===== config.mk =====
export PLATFORM = sky130hd
export DESIGN_NAME = switch_bank
export DESIGN_NICKNAME = d
export VERILOG_FILES = /design/src/rtl/switch_bank.sv
export SDC_FILE = /design/constraint.sdc
export NUM_CORES = 1
export LEC_CHECK = 0
export CORE_MARGIN = 2
export CORE_UTILIZATION = 40
export CTS_CLUSTER_SIZE = 28
export DETAILED_ROUTE_END_ITERATION = 10
export SYNTH_ARGS = -nofsm -noshare
export SYNTH_HDL_FRONTEND = slang
export SYNTH_SLANG_ARGS = --single-unit

===== constraint.sdc =====
create_clock -name CLK -period 6.2 [get_ports CLK]
set_input_delay 1.24 -clock CLK [delete_from_list [all_inputs] [get_ports CLK]]
set_output_delay 1.24 -clock CLK [all_outputs]
set_load 0.03 [all_outputs]

===== src/rtl/switch_bank.sv =====
// switch_bank: multi-channel push-switch debouncer with edge and auto-repeat
// pulse generation. A single free-running prescaler produces a sample tick
// shared by all channels; each channel has its own two-flop synchronizer,
// stable-sample counter and hold-to-repeat counter.
//
// Ports:
//   CLK  in                system clock, rising edge
//   RST  in                synchronous active-high reset
//   sw   in  [CHANNELS]    raw switch inputs (1 = pressed), asynchronous
//   d    out [CHANNELS]    debounced level
//   pos  out [CHANNELS]    one-cycle pulse on accepted press
//   neg  out [CHANNELS]    one-cycle pulse on accepted release
//   rep  out [CHANNELS]    one-cycle auto-repeat pulse while held
module switch_bank #(
  parameter int CHANNELS       = 4,
  parameter int COUNTER_BITS   = 17,
  parameter int STABLE_SAMPLES = 4,
  parameter int REPEAT_EN      = 1,
  parameter int REPEAT_DELAY   = 32,
  parameter int REPEAT_RATE    = 8
) (
  input  logic                CLK,
  input  logic                RST,
  input  logic [CHANNELS-1:0] sw,
  output logic [CHANNELS-1:0] d,
  output logic [CHANNELS-1:0] pos,
  output logic [CHANNELS-1:0] neg,
  output logic [CHANNELS-1:0] rep
);

  localparam int CW   = $clog2(STABLE_SAMPLES + 1);
  localparam int RMAX = (REPEAT_DELAY > REPEAT_RATE) ? REPEAT_DELAY : REPEAT_RATE;
  localparam int RW   = $clog2(RMAX + 1);

  // Accepting when the current count is one short of the target avoids an
  // extra adder width in the compare.
  localparam logic [CW-1:0] CNT_LAST = CW'(STABLE_SAMPLES - 1);
  localparam logic [RW-1:0] R_DELAY  = RW'(REPEAT_DELAY);
  localparam logic [RW-1:0] R_RATE   = RW'(REPEAT_RATE);
  localparam logic [RW-1:0] R_ONE    = RW'(1);

  logic [COUNTER_BITS-1:0] prescaler_q;
  logic [CHANNELS-1:0]     s1_q, s2_q;
  logic [CHANNELS-1:0]     d_q, d_d;
  logic [CHANNELS-1:0]     pos_q, pos_d;
  logic [CHANNELS-1:0]     neg_q, neg_d;
  logic [CHANNELS-1:0]     rep_q, rep_d;
  logic [CW-1:0]           cnt_q  [CHANNELS];
  logic [CW-1:0]           cnt_d  [CHANNELS];
  logic [RW-1:0]           rcnt_q [CHANNELS];
  logic [RW-1:0]           rcnt_d [CHANNELS];
  logic                    tick;

  // Decoded from the register so the cycle right after reset is a tick.
  assign tick = (prescaler_q == '0);

  always_ff @(posedge CLK) begin
    if (RST) begin
      prescaler_q <= '0;
      s1_q        <= '0;
      s2_q        <= '0;
      d_q         <= '0;
      pos_q       <= '0;
      neg_q       <= '0;
      rep_q       <= '0;
      for (int i = 0; i < CHANNELS; i++) begin
        cnt_q[i]  <= '0;
        rcnt_q[i] <= '0;
      end
    end else begin
      prescaler_q <= prescaler_q + 1'b1;
      s1_q        <= sw;
      s2_q        <= s1_q;
      d_q         <= d_d;
      pos_q       <= pos_d;
      neg_q       <= neg_d;
      rep_q       <= rep_d;
      for (int i = 0; i < CHANNELS; i++) begin
        cnt_q[i]  <= cnt_d[i];
        rcnt_q[i] <= rcnt_d[i];
      end
    end
  end

  always_comb begin
    d_d   = d_q;
    pos_d = '0;
    neg_d = '0;
    rep_d = '0;
    for (int i = 0; i < CHANNELS; i++) begin
      cnt_d[i]  = cnt_q[i];
      rcnt_d[i] = rcnt_q[i];
    end

    if (tick) begin
      for (int i = 0; i < CHANNELS; i++) begin
        // Debounce: any agreeing sample restarts accumulation.
        if (s2_q[i] != d_q[i]) begin
          if (cnt_q[i] == CNT_LAST) begin
            d_d[i]   = s2_q[i];
            cnt_d[i] = '0;
            pos_d[i] = s2_q[i];
            neg_d[i] = ~s2_q[i];
          end else begin
            cnt_d[i] = cnt_q[i] + 1'b1;
          end
        end else begin
          cnt_d[i] = '0;
        end

        // Repeat: pos_d/neg_d here mean "press/release accepted this tick".
        if (REPEAT_EN != 0) begin
          if (pos_d[i]) begin
            rcnt_d[i] = R_DELAY;
          end else if (neg_d[i]) begin
            rcnt_d[i] = '0;
          end else if (d_q[i]) begin
            if (rcnt_q[i] == R_ONE) begin
              rep_d[i]  = 1'b1;
              rcnt_d[i] = R_RATE;
            end else if (rcnt_q[i] != '0) begin
              rcnt_d[i] = rcnt_q[i] - 1'b1;
            end
          end else begin
            rcnt_d[i] = '0;
          end
        end
      end
    end
  end

  assign d   = d_q;
  assign pos = pos_q;
  assign neg = neg_q;
  assign rep = rep_q;

endmodule


==> results.md <==
| Item | Value | Unit |
|---|---|---|
| Number of inserted filler cells in the final layout | 873 | - |
| Clock latency on the worst-skew pair | 0.35 | ns |
| Final period util | 45.02 | % |
| LEAKAGE | 1.493 | nW |
| Number of global-route vias before repair | 2796 | - |
| Number of buffers added by the clock tree synthesis step | 9 | - |
| H-tree lvl count | 3 | - |
| Worst slew margin relative to its limit | 25.26 | % |
| Net total in the final layout | 457 | - |
| Critical Path Start Type | flop | - |
| Post-CTS Setup Bufs | 0 | - |
| Post-synthesis async set-or-reset flop share | 0 | % |
| Unrepaired setup endpoints after global routing | false | - |
| Remaining global-route overflow | 0 | - |
| WL final | 7.504 | mm |
| Setup Crit Path Kind | flop to flop | - |
| CTS Hold Bufs | 0 | - |
| Port Buf Inserts | 21 | - |
| Run status | finished, final reports clean | - |
| # setup viols final | 0 | - |
| Share of the yosys chip area belonging to registers | 43.14 | % |
| Largest net degree at the start of global routing | 65 | - |
| Share of final-layout standard cells stronger than drive strength 1 | 6.803 | % |
| Netlist area before placement | 3573 | sq um |
| Setup WS pre-CTS | 3.370 | ns |
| Post-synth EDFFs | 0 | - |
| Routed length on met1 | 3.729 | mm |
| Largest stage delay, worst path | 0.89 | ns |
| Worst Path Max Fanout | 12 | - |
| Max layer used | met4 | - |
| Nets in the synthesized netlist | 437 | - |
| Most common cell after layout, fill and taps aside | dfxtp_1 | - |
| Initial cell density of the core | 41.18 | % |
| Power density of the placed cells | 239.9 | nW/um^2 |
| Number of antenna violations at the first check in global routing | 0 | - |
| Wire length of the first global-routing pass | 12.99 | mm |
| Worst hold slack across all endpoints | 0.4425 | ns |
| RD Place Congestion | 0.8787 | - |
| Post-CTS resize count | 0 | - |
| Routed length on met2 | 3.412 | mm |
| Net Switching | 0.2442 | mW |
| Avg Cell Area, Syn | 8.569 | sq um |
| Total of max-cap violations | 0 | - |
| DR vias | 2948 | - |
| Clock tree from TritonCTS | done | - |
| Part of the power in combinational logic | 8.4 | % |
| Net switching fraction of the power | 24.93 | % |
| Clock Tree Buf Depth | 2 | - |
| Hold Violations, Final | 0 | - |
| Most used flip-flop cell after synthesis | dfxtp_1 | - |
| HPWL after detailed placement | 4.893 | mm |
| Floorplan die width | 98.52 | um |
| Worst path cell trace | ha_1 -> nand2b_1 -> o21ai_0 -> o41ai_1 -> buf_4 -> or4_1 -> a21oi_1 | - |
| Clock transition at the registers of the reported paths | 0.08 | ns |
| Highest clock frequency the design can meet | 358.3 | MHz |
| Total power | 0.9794 | mW |
| Number of synthesized register bits | 77 | - |
| Internal Dissipation | 0.7352 | mW |
| WL per Instance | 13.67 | um |
| Die height | 98.52 | um |
| Type of element capturing the critical path | flop | - |
| Root Buffer Master | clkbuf_8 | - |
| Worst VDD drop | 0.0001315 | V |
| Commonest cells after routing, fill and taps aside | dfxtp_1 (77), a21oi_1 (42), nor2_1 (39) | - |
| Slew of the pin with the lowest slew margin | 1.109 | ns |
| Crit path arrival time | 3.07 | ns |
| Final count of pins violating max slew | 0 | - |
| Overall global routing resource usage | 16.23 | % |
| Synthesized netlist cell count | 417 | - |
| Storage cell area | 1541 | sq um |
| Cell with the biggest individual delay on the critical path | o21ai_0 | - |
| Met3 wire length | 307 | um |
| Die area | 9705 | sq um |
| Accumulated negative setup slack | 0 | ns |
| FP Rows | 34 | - |
| Combined area of the multi-input logic cells | 1897 | sq um |
| CTS sink count | 77 | - |
| Number of antenna diodes | 0 | - |
| Required time at the worst-slack endpoint | 6.48 | ns |
| TritonRoute pass-1 iters | 4 | - |
| Relative contribution of sequential cells to total power | 52.0 | % |
| Number of warnings printed during yosys synthesis | 0 | - |
| Minimum setup slack in the final design | 3.409 | ns |
| Type of the tightest min-delay check | flop to flop | - |
| Area of the core region | 8678 | sq um |
| Detail-routed via count per cell | 5.370 | - |
| Antenna-violating nets left | 0 | - |
| DRC violation count after routing | 0 | - |
| Relative area change from synthesis to final layout | 14.25 | % |
| Boundary pin count | 22 | - |
| Setup skew after layout | 0.007729 | ns |
| Clock group share of total power | 39.6 | % |
| Post-synthesis cell type count | 41 | - |
| DRC violation total after the first TritonRoute iteration | 111 | - |
| Tmin final | 2.791 | ns |
## cells in the mapped netlist, drive strengths merged, types with 9 or more instances
cell / instances / area [sq um]
nand2: 28 / 105.1
o21ai: 19 / 95.09
nor2b: 13 / 81.33
a21oi: 42 / 210.2
ha: 14 / 175.2
nor4: 13 / 96.34
nor3: 17 / 85.08
inv: 20 / 75.07
nand3: 11 / 55.05
dfxtp: 77 / 1541
xor2: 18 / 157.7
nor2: 39 / 146.4
clkbuf: 16 / 60.06
nand4: 9 / 56.30
or3: 9 / 56.30
## path summary, 6_finish.rpt
kind	from	end	slack [ns]	cells past startpoint
worst max-delay path	cnt_q[0][0]$_SDFFE_PP0N_	rcnt_q[0][2]$_SDFFE_PP0P_	3.41	7
worst min-delay path	s1_q[1]$_SDFF_PP0_	s2_q[1]$_SDFF_PP0_	0.44	1
worst max register to register	cnt_q[0][0]$_SDFFE_PP0N_	rcnt_q[0][2]$_SDFFE_PP0P_	3.41	7
worst min register to register	s1_q[1]$_SDFF_PP0_	s2_q[1]$_SDFF_PP0_	0.44	1
## routing by layer
| layer | global-route usage [%] | vias to the layer above |
|---|---|---|
| met4 | 4.426 | 0 |
| met3 | 4.965 | 4 |
| met2 | 26.32 | 58 |
| li1 | - | 1524 |
| met5 | 0 | - |
| met1 | 21.09 | 1362 |
## sequential cells by signal, indices dropped and copies added, names as in the netlist
register and count:
d 4, rcnt_q 24, s1_q 4, cnt_q 12, s2_q 4, rep 4, neg 4, prescaler_q 17
pos 4
## per-stage QoR
stage	utilization (%)	area (sq um)	cells
final	47.04	4083	549
after global routing	47.04	4083	549
after CTS	47.04	4083	549
after detailed placement	44.75	3884	534
after global placement	44.75	3884	534
after floorplan	-	3573	417
## power groups by stage
stage               clock (mW)  sequential (mW)  combinational, mW
floorplan                    0            0.519             0.0580
global placement             0            0.521             0.0810
detailed placement           0            0.521             0.0816
CTS                      0.401            0.509             0.0821
global route             0.423            0.511             0.0922
finish                   0.388            0.509             0.0821
## worst max-delay path, delay by kind of cell, from the launching register on
kind                     cells  cell delay (ns)
buffers and inverters        1             0.24
AND/OR/NAND/NOR              2             0.60
flip-flops                   1             0.35
adder cells (fa/ha/maj)      1             0.18
AO/OA/AOI/OAI                3             1.35
## area by class of cell
| class | count | area share, % |
|---|---|---|
| multi-input cells | 304 | 46.46 |
| flip-flops and latches | 77 | 37.76 |
| repair buffers | 25 | 5.762 |
| clock buffers | 11 | 3.708 |
| well taps | 108 | 3.310 |
| inverters | 20 | 1.839 |
| clock inverters | 4 | 1.165 |
## cells by family after synthesis
group / synth area share (%)
AOI/OAI and AO/OA: 12.82
and+or+nand+nor: 29.62
adders and majority gates: 4.902
muxes: 0.8404
xor gates and xnor gates: 4.902
buffers and inverters: 3.782
DFF: 43.14
No activity file was read; power rests on OpenSTA's default activity.
